===== src/rtl/axi2apb_txn_arbiter.sv =====
// Write/read round-robin sequencer between the AXI4-Lite request FIFOs and the APB4 master; one APB transfer in flight.
// Optional completion watchdog enabled by defining AXI2APB_ARB_WDOG_EN.
module axi2apb_txn_arbiter #(
  parameter int AW          = 32,
  parameter int DW          = 32,
  parameter int TIMEOUT_CYC = 255
) (
  input  logic              ACLK,
  input  logic              ARESETn,
  input  logic [AW+2:0]     w_addr_prot,
  input  logic              w_addr_empty,
  output logic              w_addr_ren,
  input  logic [DW/8+DW-1:0] w_data_strb,
  input  logic              w_data_empty,
  output logic              w_data_ren,
  input  logic [AW+2:0]     r_addr_prot,
  input  logic              r_addr_empty,
  output logic              r_addr_ren,
  output logic              cmd_valid,
  output logic              cmd_write,
  output logic [AW-1:0]     cmd_addr,
  output logic [2:0]        cmd_prot,
  output logic [DW-1:0]     cmd_wdata,
  output logic [DW/8-1:0]   cmd_wstrb,
  input  logic              cmd_ready,
  input  logic              cmd_done,
  output logic              busy,
  output logic              cmd_timeout
);

  typedef enum logic [1:0] {IDLE = 2'd0, ISSUE = 2'd1, WAIT = 2'd2} state_t;

  state_t state;
  logic   last_wr;
  logic   wr_elig, rd_elig, grant_wr, grant_rd, done_now, wd_hit;

  assign wr_elig  = !w_addr_empty && !w_data_empty;
  assign rd_elig  = !r_addr_empty;
  // Under contention the direction not taken last time wins.
  assign grant_wr = (state == IDLE) && wr_elig && (!rd_elig || !last_wr);
  assign grant_rd = (state == IDLE) && rd_elig && (!wr_elig || last_wr);

  assign w_addr_ren = grant_wr;
  assign w_data_ren = grant_wr;
  assign r_addr_ren = grant_rd;

  assign done_now = ((state == ISSUE) && cmd_ready && cmd_done) ||
                    ((state == WAIT) && cmd_done);

`ifdef AXI2APB_ARB_WDOG_EN
  localparam int CW_RAW = $clog2(TIMEOUT_CYC + 1);
  localparam int CW     = (CW_RAW < 8) ? 8 : ((CW_RAW > 16) ? 16 : CW_RAW);

  logic [CW-1:0] wd_cnt;

  // Counter is zero in the first ISSUE cycle, so the abort pulse lands TIMEOUT_CYC cycles after entry.
  assign wd_hit = ((state == ISSUE) || (state == WAIT)) && !done_now &&
                  (wd_cnt == CW'(TIMEOUT_CYC - 1));

  always_ff @(posedge ACLK or negedge ARESETn) begin
    if (!ARESETn) begin
      wd_cnt      <= '0;
      cmd_timeout <= 1'b0;
    end else begin
      cmd_timeout <= wd_hit;
      if (grant_wr || grant_rd)                  wd_cnt <= '0;
      else if (state == ISSUE || state == WAIT)  wd_cnt <= wd_cnt + 1'b1;
    end
  end
`else
  assign wd_hit      = 1'b0;
  assign cmd_timeout = 1'b0;
`endif

  always_ff @(posedge ACLK or negedge ARESETn) begin
    if (!ARESETn) begin
      state     <= IDLE;
      last_wr   <= 1'b0;
      busy      <= 1'b0;
      cmd_valid <= 1'b0;
      cmd_write <= 1'b0;
      cmd_addr  <= '0;
      cmd_prot  <= '0;
      cmd_wdata <= '0;
      cmd_wstrb <= '0;
    end else begin
      case (state)
        IDLE: begin
          if (grant_wr || grant_rd) begin
            state     <= ISSUE;
            busy      <= 1'b1;
            cmd_valid <= 1'b1;
            last_wr   <= grant_wr;
            cmd_write <= grant_wr;
            cmd_addr  <= grant_wr ? w_addr_prot[AW-1:0]  : r_addr_prot[AW-1:0];
            cmd_prot  <= grant_wr ? w_addr_prot[AW+2:AW] : r_addr_prot[AW+2:AW];
            cmd_wdata <= grant_wr ? w_data_strb[DW-1:0] : '0;
            cmd_wstrb <= grant_wr ? w_data_strb[DW+DW/8-1:DW] : '0;
          end
        end
        ISSUE: begin
          if (wd_hit) begin
            state     <= IDLE;
            busy      <= 1'b0;
            cmd_valid <= 1'b0;
          end else if (cmd_ready) begin
            cmd_valid <= 1'b0;
            if (cmd_done) begin
              state <= IDLE;
              busy  <= 1'b0;
            end else begin
              state <= WAIT;
            end
          end
        end
        WAIT: begin
          if (wd_hit || cmd_done) begin
            state <= IDLE;
            busy  <= 1'b0;
          end
        end
        default: begin
          state     <= IDLE;
          busy      <= 1'b0;
          cmd_valid <= 1'b0;
        end
      endcase
    end
  end

endmodule


===== config.mk =====
export PLATFORM = sky130hd
export DESIGN_NAME = axi2apb_txn_arbiter
export DESIGN_NICKNAME = d
export VERILOG_FILES = /design/src/rtl/axi2apb_txn_arbiter.sv
export SDC_FILE = /design/constraint.sdc
export NUM_CORES = 1
export LEC_CHECK = 0
export ABC_AREA = 1
export BUFFER_PORTS_ARGS = -buffer_cell sky130_fd_sc_hd__buf_2
export CAP_MARGIN = 15
export CORE_MARGIN = 1.5
export CORE_UTILIZATION = 35
export CTS_BUF_LIST = sky130_fd_sc_hd__clkbuf_4
export DETAILED_ROUTE_END_ITERATION = 16
export PLACE_DENSITY_LB_ADDON = 0.2
export SETUP_SLACK_MARGIN = 0.4
export SLEW_MARGIN = 20
export SYNTH_ARGS = -nofsm -noshare
export SYNTH_HDL_FRONTEND = slang
export SYNTH_SLANG_ARGS = --single-unit

===== constraint.sdc =====
create_clock -name ACLK -period 1.4 [get_ports ACLK]
set_input_delay 0.07 -clock ACLK [delete_from_list [all_inputs] [get_ports ACLK]]
set_output_delay 0.07 -clock ACLK [all_outputs]
set_load 0.05 [all_outputs]

After elaboration in Yosys (flattened, before gate mapping):

Cells that the tools add are included.

* register bits: 76
* output and inout port bits: 78
* logic and storage cells: 47

* equality and inequality tests: 5
* muxes and demuxes: 15
* bitwise operators: 1
* reduce and logical (&&, ||, !) cells: 18

Operator list (number)
* $mux 32: 2
* $mux 2: 4
* $pmux 1 s3: 2
* $pmux 2 s3: 1
* $reduce_and 3->1: 2
* $logic_and 1x1->1: 5
* $logic_not 1->1: 5
* $mux 1: 4
* $mux 4: 1
* $ne 2x2->1 const B: 2
* $reduce_and 2->1: 2
* $logic_or 1x1->1: 3
* $mux 3: 1
* $eq 2x1->1 const B: 1
* $eq 2x2->1 const B: 1
* $logic_not 2->1: 1
* $ne 2x1->1 const B: 1
* $not 1->1: 1

Depth between registers and ports, before layout:

Gate-level depths: netlist of the first run.

* depth after elaboration: 8
* mapped depth: 9

Worst setup path after synthesis of the first run:

No wires, ideal clock.

* path type: register -> output
* from: reg cmd_write (netlist name)
* to: out r_addr_ren
* arrival time: 1.544 ns
* data required time: 1.330 ns
* setup slack: -0.214 ns
* cell stages (with the launch flop): 3
* buffers on the path: 0
* path through: dfrtp_1 -> inv_1 -> a21oi_1

RTL lines
* end, declared: line 18 `output logic r_addr_ren,`

Final worst setup path of the first run:

* from: reg state[0]
* to: out r_addr_ren

* longest elaborated chain between the ends: 3

RTL lines
* start, declared: line 33 `state_t state;`
* start signal, assigned: line 77 `state <= IDLE;`
* start signal, assigned: line 90 `state <= ISSUE;`
* start signal, assigned: line 103 `state <= IDLE;`
* $logic_not 2->1: line 41 `assign grant_rd = (state == IDLE) && rd_elig && (!wr_elig || last_wr);`
* $logic_and 1x1->1 (2 in series): line 41

Every way passes these cells.

==> results of run 1 <==
-- through the flow --
| step | area, µm² | hold slack, ps |
|---|---|---|
| after global placement | 4930 | 121 |
| after floorplan | 3870 | -226 |
| after CTS | 6840 | 2.38 |
| after global routing | 7190 | 4.43 |
| after detailed placement | 4930 | 135 |
| final | 7190 | 26.4 |
-- worst reg2reg max path: stages (launching register included) --
cell and delay, ps:
dfrtp_1 410, inv_2 90, ha_4 180, buf_4 140
nand2_4 60, nand2_4 100, inv_4 70, bufbuf_16 280
nand2_1 90, nand2_1 70
-- registers in the layout (all words and copies together), names as in the netlist --
name       flops
cmd_valid      1
cmd_addr      32
cmd_prot       3
cmd_write      1
cmd_wstrb      4
cmd_wdata     32
state          2
busy           1
-- final cells by class --
cell class	count	area, µm²	area share
Timing Repair inverter	1	6.26	0.000870
Antenna cell	1	2.50	0.000348
Multi-Input combinational cell	314	1430	0.200
Clock buffer	9	67.6	0.00940
Timing Repair Buffer	363	3190	0.443
Clock inverter	7	98.8	0.0138
Tap cell	136	170	0.0237
Sequential cell	76	1900	0.265
Inverter	82	318	0.0442
-- repair_timing --
item / 4_1_cts / 5_1_grt
setup buffers: 17 / 27
resized for setup: 147 / 52
endpoints found under the setup margin: 153 / 153
hold endpoints to repair: 148 / 0
hold buffers: 103 / 0
pin swaps: 4 / 4
cloned: 4 / 1
-- path summary, 6_finish.rpt --
path | start | endpoint | slack [ps] | cells after the start
max | state[0] | r_addr_ren | -210 | 6
min | w_addr_prot[15] | cmd_addr[15] | 30 | 5
max reg2reg | state[0] | cmd_wdata[30] | -200 | 9
min reg2reg | cmd_wdata[31] | cmd_wdata[31] | 510 | 2
max in group asynchronous | ARESETn | cmd_write | 870 | 3
min in group asynchronous | ARESETn | cmd_addr[2] | 190 | 3
-- layer usage --
metal	up-vias	GRT usage
met2	189	0.448
met4	0	0.120
li1	2218	-
met3	41	0.0511
met1	2126	0.256
met5	-	0
-- synthesized netlist by cell type, types with 2 or more instances --
| cell type | instances |
|---|---|
| nand2_1 | 227 |
| inv_1 | 80 |
| dfrtp_1 | 76 |
| nand3_1 | 37 |
| nand4_1 | 35 |
| buf_2 | 14 |
| buf_6 | 7 |
| buf_4 | 6 |
| clkbuf_1 | 4 |
| o21ai_0 | 4 |
| ha_1 | 3 |
| a21oi_1 | 2 |
-- cell families (layout without fill, tap and decap cells) --
group	count (synthesis)	after routing	share of synthesized area
other	1	2	0.000989
flip-flops	76	76	0.501
buffers and inverters	113	462	0.138
AND/OR/NAND/NOR	304	304	0.342
adder cells (fa/ha/maj)	3	3	0.00990
AO/OA/AOI/OAI	6	6	0.00792
-- power breakdown --
part	internal, mW	leakage [nW]	total (mW)	switching, mW
Combinational	4.36	3.06	10.7	6.30
Clock	0.736	0.0821	1.57	0.835
Sequential	3.16	0.967	3.92	0.760
Total	8.26	4.11	16.1	7.89
==> reports/qor.yml, run 1 <==
final_layout:
  synthToLayoutAreaGrowth_pct: 89.5
  mostFrequentLayoutCells: "nand2_1, buf_2, dlygate4sd3_1"
  fill_cells: 785
  utilization: 0.690
  drive_above_1_share: 0.345
  fin_cells: 989
  nets: 963
  mostFrequentLayoutCell: "nand2_1"
global_routing:
  grt_pass1_vias: 4712
  antenna_found_initial: 1
  grt_max_degree: 77
  track_usage: 0.241
  grt_pass1_wl_um: 21600
  grt-ovfl-total: 0
pwr:
  leakage_nw: 4.11
  powerDensity_nw_per_um2: 2250
  power.total_mw: 16.1
  vdd_drop_max_mv: 1.21
status:
  violations: "setup timing"
  status: "finished, violations left"
synthesis:
  async_reset_ff_frac: 1.00
  ys_ff_latch: 76
  synth_edf_count: 0
  syn_area_per_cell_um2: 7.54
  yosysTopAreaCell: "dfrtp_1"
  post_synth_num_cell_types: 20
  yosys.area.top_type_share: 0.501
  ys_seq_area_frac: 0.501
  synth-main-ff-cell: "dfrtp_1"
  synth.area.top_cells: "dfrtp_1, nand2_1, inv_1"
  synth_area_um2: 3790
  syn_nets: 619
  synthCells: 503
  ys_warn_count: 0
placement:
  dp_hpwl_um: 7590
  io_buffers: 189
  place_inst: 820
  gp_congestion: 0.791
  place_ws_ps: -56.4
route:
  wl_met1_um: 5580
  antenna_left: 0
  drc: 0
  num_vias: 4574
  drt-pass1-iter-count: 4
  drt-total-wl_um: 14300
  top_layer_used: "met4"
  via_per_inst: 4.62
  wl_met3_um: 779
  first_iter_violations: 271
  wl_met2_um: 7510
  wl_per_cell_um: 14.5
hold_path:
  worst_hold_path_type: "in -> reg"
critical_path:
  critPathMaxStageDelay_ps: 410
  cpLargestDelayFamily: "flip-flops"
  worstPathRequired_ps: 1330
  crit_chain: "inv_2 > ha_4 > nand2_4 > buf_6 > a21oi_4 > buf_6"
  slowest_stage: "dfrtp_1"
  cp-start-kind: "flip-flop"
  endpoint_kind: "primary output"
  cp.arrival_ps: 1540
  path_class: "reg -> out"
  worst_path_most_repeated_cell: "buf_6"
  critPathBufInv: 3
  cp_max_fo: 4
job:
  cap_violations: 0
sta:
  fin_skew_ps: 16.6
  fmax_ghz: 0.619
  grt_setup_unrepaired: "true"
  layout_setup_ws_ps: -214
  tns_ps: -7640
  setup_viol: 77
  fin_crit_sh: 1.15
  period_minus_slack_ps: 1610
  hold_viol_final: 0
  slew_viol_final: 0
die:
  fp.dieW_um: 107
  die_h_um: 107
  rows: 37
  pin_count: 191
  dieArea_um2: 11500
  core_um2: 10400
  initial_core_util: 0.364
clock_tree:
  cts_buffers: 9
  clk_latency_ps: 410
  cts_tree: "done"
  h-tree-depth: 3
  clk_pin_slew_ps: 140
  clockBufferDepth: 2
  clock_sinks: 76
  cts-root-buf: "clkbuf_4"
No activity file was read; power rests on OpenSTA's default activity.
==> run 2: changes to the inputs <==
- REMOVE_ABC_BUFFERS: unset -> 1
==> reports/qor.yml, run 2 (synthesis gave the netlist of run 1 again) <==
critical_path:
  cp_max_fo: 4  # unchanged
  worstPathRequired_ps: 1330  # about the same
  regToRegStartpoint: "state[0]"  # unchanged
  path_class: "reg -> out"  # unchanged
  endpoint_kind: "primary output"  # unchanged
  cp-start-kind: "flip-flop"  # unchanged
  cp.arrival_ps: 1580  # was 1540 ps
  crit_start: "state[0]"  # unchanged
sta:
  grt_setup_unrepaired: "true"  # unchanged
  hold_viol_final: 0  # unchanged
  setup_viol: 79  # was 77
  fin_crit_sh: 1.18  # was 1.15
  fmax_ghz: 0.605  # was 0.619 GHz
  fin_skew_ps: 9.84  # was 16.6 ps
  period_minus_slack_ps: 1650  # was 1610 ps
  slew_viol_final: 0  # unchanged
  layout_setup_ws_ps: -252  # was -214 ps
  whs_ps: 21.5  # was 26.4 ps
final_layout:
  mostFrequentLayoutCells: "nand2_1, buf_2, dlygate4sd3_1"  # unchanged
  reg_top3: "cmd_addr: 32 flops, cmd_wdata: 32 flops, cmd_wstrb: 4 flops"  # unchanged
  fill_cells: 701  # was 785
  fin_cells: 1015  # was 989
  multiInputGateArea_um2: 1570  # was 1430 µm²
  nets: 989  # was 963
  regArea_um2: 1900  # about the same
  mostFrequentLayoutCell: "nand2_1"  # unchanged
  drive_above_1_share: 0.396  # was 0.345
  fin_area_um2: 7770  # was 7190 µm²
  synthToLayoutAreaGrowth_pct: 105  # was 89.5%
die:
  dieArea_um2: 11500  # unchanged
  core_um2: 10400  # unchanged
  die_h_um: 107  # unchanged
  fp.dieW_um: 107  # unchanged
  rows: 37  # unchanged
  pin_count: 191  # unchanged
  initial_core_util: 0.364  # unchanged
pwr:
  vdd_drop_max_mv: 1.33  # was 1.21 mV
  leakage_nw: 4.40  # was 4.11 nW
  power.total_mw: 17.7  # was 16.1 mW
  powerDensity_nw_per_um2: 2280  # was 2250 nW/µm²
clock_tree:
  h-tree-depth: 3  # unchanged
  cts_buffers: 9  # unchanged
  cts_tree: "done"  # unchanged
  clock_sinks: 76  # unchanged
  clockBufferDepth: 2  # unchanged
  cts-root-buf: "clkbuf_4"  # unchanged
  clk_latency_ps: 460  # was 410 ps
  clk_pin_slew_ps: 130  # was 140 ps
job:
  cap_violations: 0  # unchanged
route:
  num_vias: 4865  # was 4,574
  drt-total-wl_um: 16500  # was 14,300 µm
  antenna_left: 0  # unchanged
  first_iter_violations: 370  # was 271
  via_per_inst: 4.79  # was 4.62
  drt-pass1-iter-count: 4  # unchanged
  drc: 0  # unchanged
  wl_per_cell_um: 16.2  # was 14.5 µm
global_routing:
  antenna_found_initial: 1  # unchanged
  grt_max_degree: 77  # unchanged
  grt_pass1_wl_um: 23500  # was 21,600 µm
  track_usage: 0.267  # was 0.241
  grt-ovfl-total: 0  # unchanged
  grt_pass1_vias: 4893  # was 4,712
status:
  violations: "setup timing"  # unchanged
  status: "finished, violations left"  # unchanged
placement:
  place_inst: 821  # was 820
  dp_hpwl_um: 7660  # was 7590 µm
  io_buffers: 189  # unchanged
  gp_congestion: 0.794  # was 0.791
  place_area_um2: 4970  # was 4930 µm²
  place_ws_ps: -111  # was -56.4 ps
hold_path:
  hp-start: "w_addr_empty"  # was w_addr_prot[15]
  worst_hold_path_type: "in -> reg"  # unchanged
run 2: final timing paths:
kind                                  to  slack [ps]  depth (start not counted)
min reg2reg                cmd_wdata[19]         510                          2
max                           w_addr_ren        -250                          6
max in group asynchronous   cmd_addr[28]         890                          3
min                         cmd_addr[14]          20                          5
max reg2reg                cmd_wdata[17]        -200                          9
min in group asynchronous   cmd_addr[20]         150                          3
run 2: through the flow:
step,TNS (ps),utilization
floorplan,-122920,-
finish,-11600,0.746
CTS,-2130,0.685
global route,-17680,0.746
detailed placement,-4000,0.478
global placement,-536,0.478
run 2: area by class of cell:
| cell class | instances | share of cell area |
|---|---|---|
| Clock buffer | 9 | 0.00869 |
| Antenna cell | 1 | 0.000322 |
| Inverter | 82 | 0.0415 |
| Multi-Input combinational cell | 314 | 0.202 |
| Timing Repair Buffer | 390 | 0.469 |
| Clock inverter | 7 | 0.0118 |
| Tap cell | 136 | 0.0219 |
| Sequential cell | 76 | 0.245 |
run 2: timing repair:
action	in CTS	in global routing
endpoints found under the setup margin	153	153
gates resized for setup	191	64
hold endpoints to repair	149	0
buffers inserted	23	34
hold buffers	108	0
pin swaps	7	26
cloned	5	7
run 2: power by group:
part           internal, mW  switching [mW]  total [mW]
Clock                 0.714           0.847        1.56
Sequential             3.16           0.759        3.92
Combinational          5.38            6.89        12.3
run 2: routing by layer:
metal  routed length, µm  share of wire  vias up  track usage
met3                 813          0.049       64       0.0334
met4                 718          0.044        0        0.145
met1                6100           0.37     2314        0.293
met2                8830           0.54      215        0.494
li1                    -              -     2272            -
met5                   0              0        -            0
run 2: worst max-delay path: stages (launching register included):
cell and delay [ps]:
dfrtp_1 420, inv_2 90, ha_4 170, buf_6 110
nand3_4 100, inv_8 100, buf_12 130
==> run 3: changes to the inputs <==
- CORE_UTILIZATION: 35 -> 43
==> reports/qor.yml, run 3 (synthesis gave the netlist of run 1 again) <==
die:
  dieArea_um2: 9390  # was 11,500 µm²
  core_um2: 8640  # was 10,400 µm²
  initial_core_util: 0.439  # was 0.364
  fp.dieW_um: 96.9  # was 107 µm
  pin_count: 191  # unchanged
  die_h_um: 96.9  # was 107 µm
  rows: 34  # was 37
clock_tree:
  cts_buffers: 9  # unchanged
  clock_sinks: 76  # unchanged
  cts_tree: "done"  # unchanged
  clk_latency_ps: 430  # was 460 ps
  cts-root-buf: "clkbuf_4"  # unchanged
  h-tree-depth: 3  # unchanged
  clockBufferDepth: 2  # unchanged
  clk_pin_slew_ps: 130  # about the same
sta:
  fin_crit_sh: 1.13  # was 1.18
  slew_viol_final: 0  # unchanged
  hold_viol_final: 0  # unchanged
  period_minus_slack_ps: 1580  # was 1650 ps
  fin_skew_ps: 16.0  # was 9.84 ps
  layout_setup_ws_ps: -180  # was -252 ps
  grt_setup_unrepaired: "true"  # unchanged
  fmax_ghz: 0.633  # was 0.605 GHz
  setup_viol: 78  # was 79
final_layout:
  mostFrequentLayoutCell: "nand2_1"  # unchanged
  mostFrequentLayoutCells: "nand2_1, buf_2, dlygate4sd3_1"  # unchanged
  fill_cells: 454  # was 701
  diodes: 0  # was 1
  utilization: 0.844  # was 0.746
  nets: 969  # was 989
  reg_top3: "cmd_addr: 32 flops, cmd_wdata: 32 flops, cmd_wstrb: 4 flops"  # unchanged
  synthToLayoutAreaGrowth_pct: 92.1  # was 105%
  drive_above_1_share: 0.343  # was 0.396
critical_path:
  crit_start: "state[0]"  # unchanged
  cp.arrival_ps: 1510  # was 1580 ps
  r2r.worst_path.cells: 9  # unchanged
  regToRegStartpoint: "state[0]"  # unchanged
  slowest_stage: "dfrtp_1"  # unchanged
  r2r_setup_slack_ps: -180  # was -200 ps
  path_class: "reg -> out"  # unchanged
  critPathMaxStageDelay_ps: 420  # about the same
  critPathCapture: "w_data_ren"  # was w_addr_ren
  worstPathRequired_ps: 1330  # about the same
  crit_chain: "inv_2 > ha_4 > buf_6 > nand3_4 > inv_8 > buf_8"  # was inv_2 > ha_4 > buf_6 > nand3_4 > inv_8 > buf_12
  endpoint_kind: "primary output"  # unchanged
  cp_max_fo: 3  # was 4
  cp-start-kind: "flip-flop"  # unchanged
  rr_endpoint: "cmd_prot[0]"  # was cmd_wdata[17]
status:
  violations: "setup timing"  # unchanged
  status: "finished, violations left"  # unchanged
placement:
  dp_hpwl_um: 7090  # was 7660 µm
  io_buffers: 189  # unchanged
  place_ws_ps: -75.0  # was -111 ps
  gp_congestion: 0.837  # was 0.794
job:
  cap_violations: 0  # unchanged
route:
  first_iter_violations: 287  # was 370
  via_per_inst: 5.13  # was 4.79
  drt-pass1-iter-count: 6  # was 4
  drt-total-wl_um: 16100  # was 16,500 µm
  wl_per_cell_um: 16.6  # was 16.2 µm
  num_vias: 4951  # was 4,865
  antenna_left: 0  # unchanged
  drc: 0  # unchanged
global_routing:
  grt_max_degree: 77  # unchanged
  antenna_found_initial: 0  # was 1
  grt_pass1_wl_um: 23900  # was 23,500 µm
  track_usage: 0.320  # was 0.267
  grt_pass1_vias: 5062  # was 4,893
  grt-ovfl-total: 0  # unchanged
hold_path:
  hold_path_depth: 5  # unchanged
  worst_hold_path_type: "in -> reg"  # unchanged
pwr:
  vdd_drop_max_mv: 1.42  # was 1.33 mV
  leakage_nw: 4.18  # was 4.40 nW
  powerDensity_nw_per_um2: 2330  # was 2280 nW/µm²
[run 3: cell types whose count changed in the layout (fill, tap and decap cells not counted), sizes merged]
cell         previous run  this run
clkbuf                 15        10
bufinv                  2         3
clkinv                  3         2
diode                   1         0
inv                    82        83
dlygate4sd3           108       106
buf                   273       261
clkinvlp                2         0
bufbuf                  3         2
[run 3: layout make-up]
type | instances | area, µm² | area share
tap | 108 | 135 | 0.0185
clock buffer | 9 | 67.6 | 0.00927
sequential | 76 | 1900 | 0.261
timing repair buffer | 370 | 3320 | 0.456
inverter | 82 | 323 | 0.0443
clock inverter | 6 | 113 | 0.0155
multi-input combinational | 314 | 1430 | 0.196
[run 3: critical path: cells and delay by family, from the launching register on]
| kind | cells | cell delay (ps) |
|---|---|---|
| and+or+nand+nor | 1 | 100 |
| DFF | 1 | 420 |
| adders and majority gates | 1 | 150 |
| buffers and inverters | 4 | 420 |
[run 3: where the power goes]
| group | switching [mW] | total, mW | internal [mW] |
|---|---|---|---|
| Sequential | 0.785 | 3.94 | 3.16 |
| Clock | 0.824 | 1.73 | 0.901 |
| Combinational | 6.62 | 11.3 | 4.69 |
[run 3: what timing repair did]
item	4_1_cts	5_1_grt
pin swaps	6	5
buffers inserted	20	27
hold buffers	106	0
gates cloned	4	1
setup endpoints to repair	153	153
hold endpoints to repair	147	0
resized for setup	188	5
[run 3: worst min-delay path by stage]
| stage | start | end | slack, ps |
|---|---|---|---|
| CTS | cmd_done | state[1] | 0.02 |
| detailed placement | ARESETn | cmd_addr[28] | 130 |
| finish | w_addr_prot[12] | cmd_addr[12] | 1 |
| floorplan | ARESETn | busy | -230 |
| global route | w_addr_prot[12] | cmd_addr[12] | 20 |
| global placement | ARESETn | cmd_addr[22] | 120 |
[run 3: layer usage]
layer / GRT usage / up-vias / part of all wire
li1: - / 2230 / -
met1: 0.337 / 2295 / 0.35
met2: 0.575 / 330 / 0.53
met3: 0.0665 / 96 / 0.069
met4: 0.207 / 0 / 0.057
met5: 0 / - / 0
[run 3: per-stage QoR]
step | total power [mW] | area [µm²] | hold slack (ps) | setup TNS, ps | instances
after floorplan | 8.97 | 3580 | -226 | -122920 | 472
final | 17.0 | 7290 | 1.43 | -7190 | 965
after global placement | 11.3 | 4940 | 119 | -283 | 792
after global routing | 17.7 | 7290 | 24.4 | -11060 | 965
after CTS | 15.9 | 7040 | 0.0157 | -2060 | 937
after detailed placement | 11.4 | 4940 | 129 | -2610 | 792
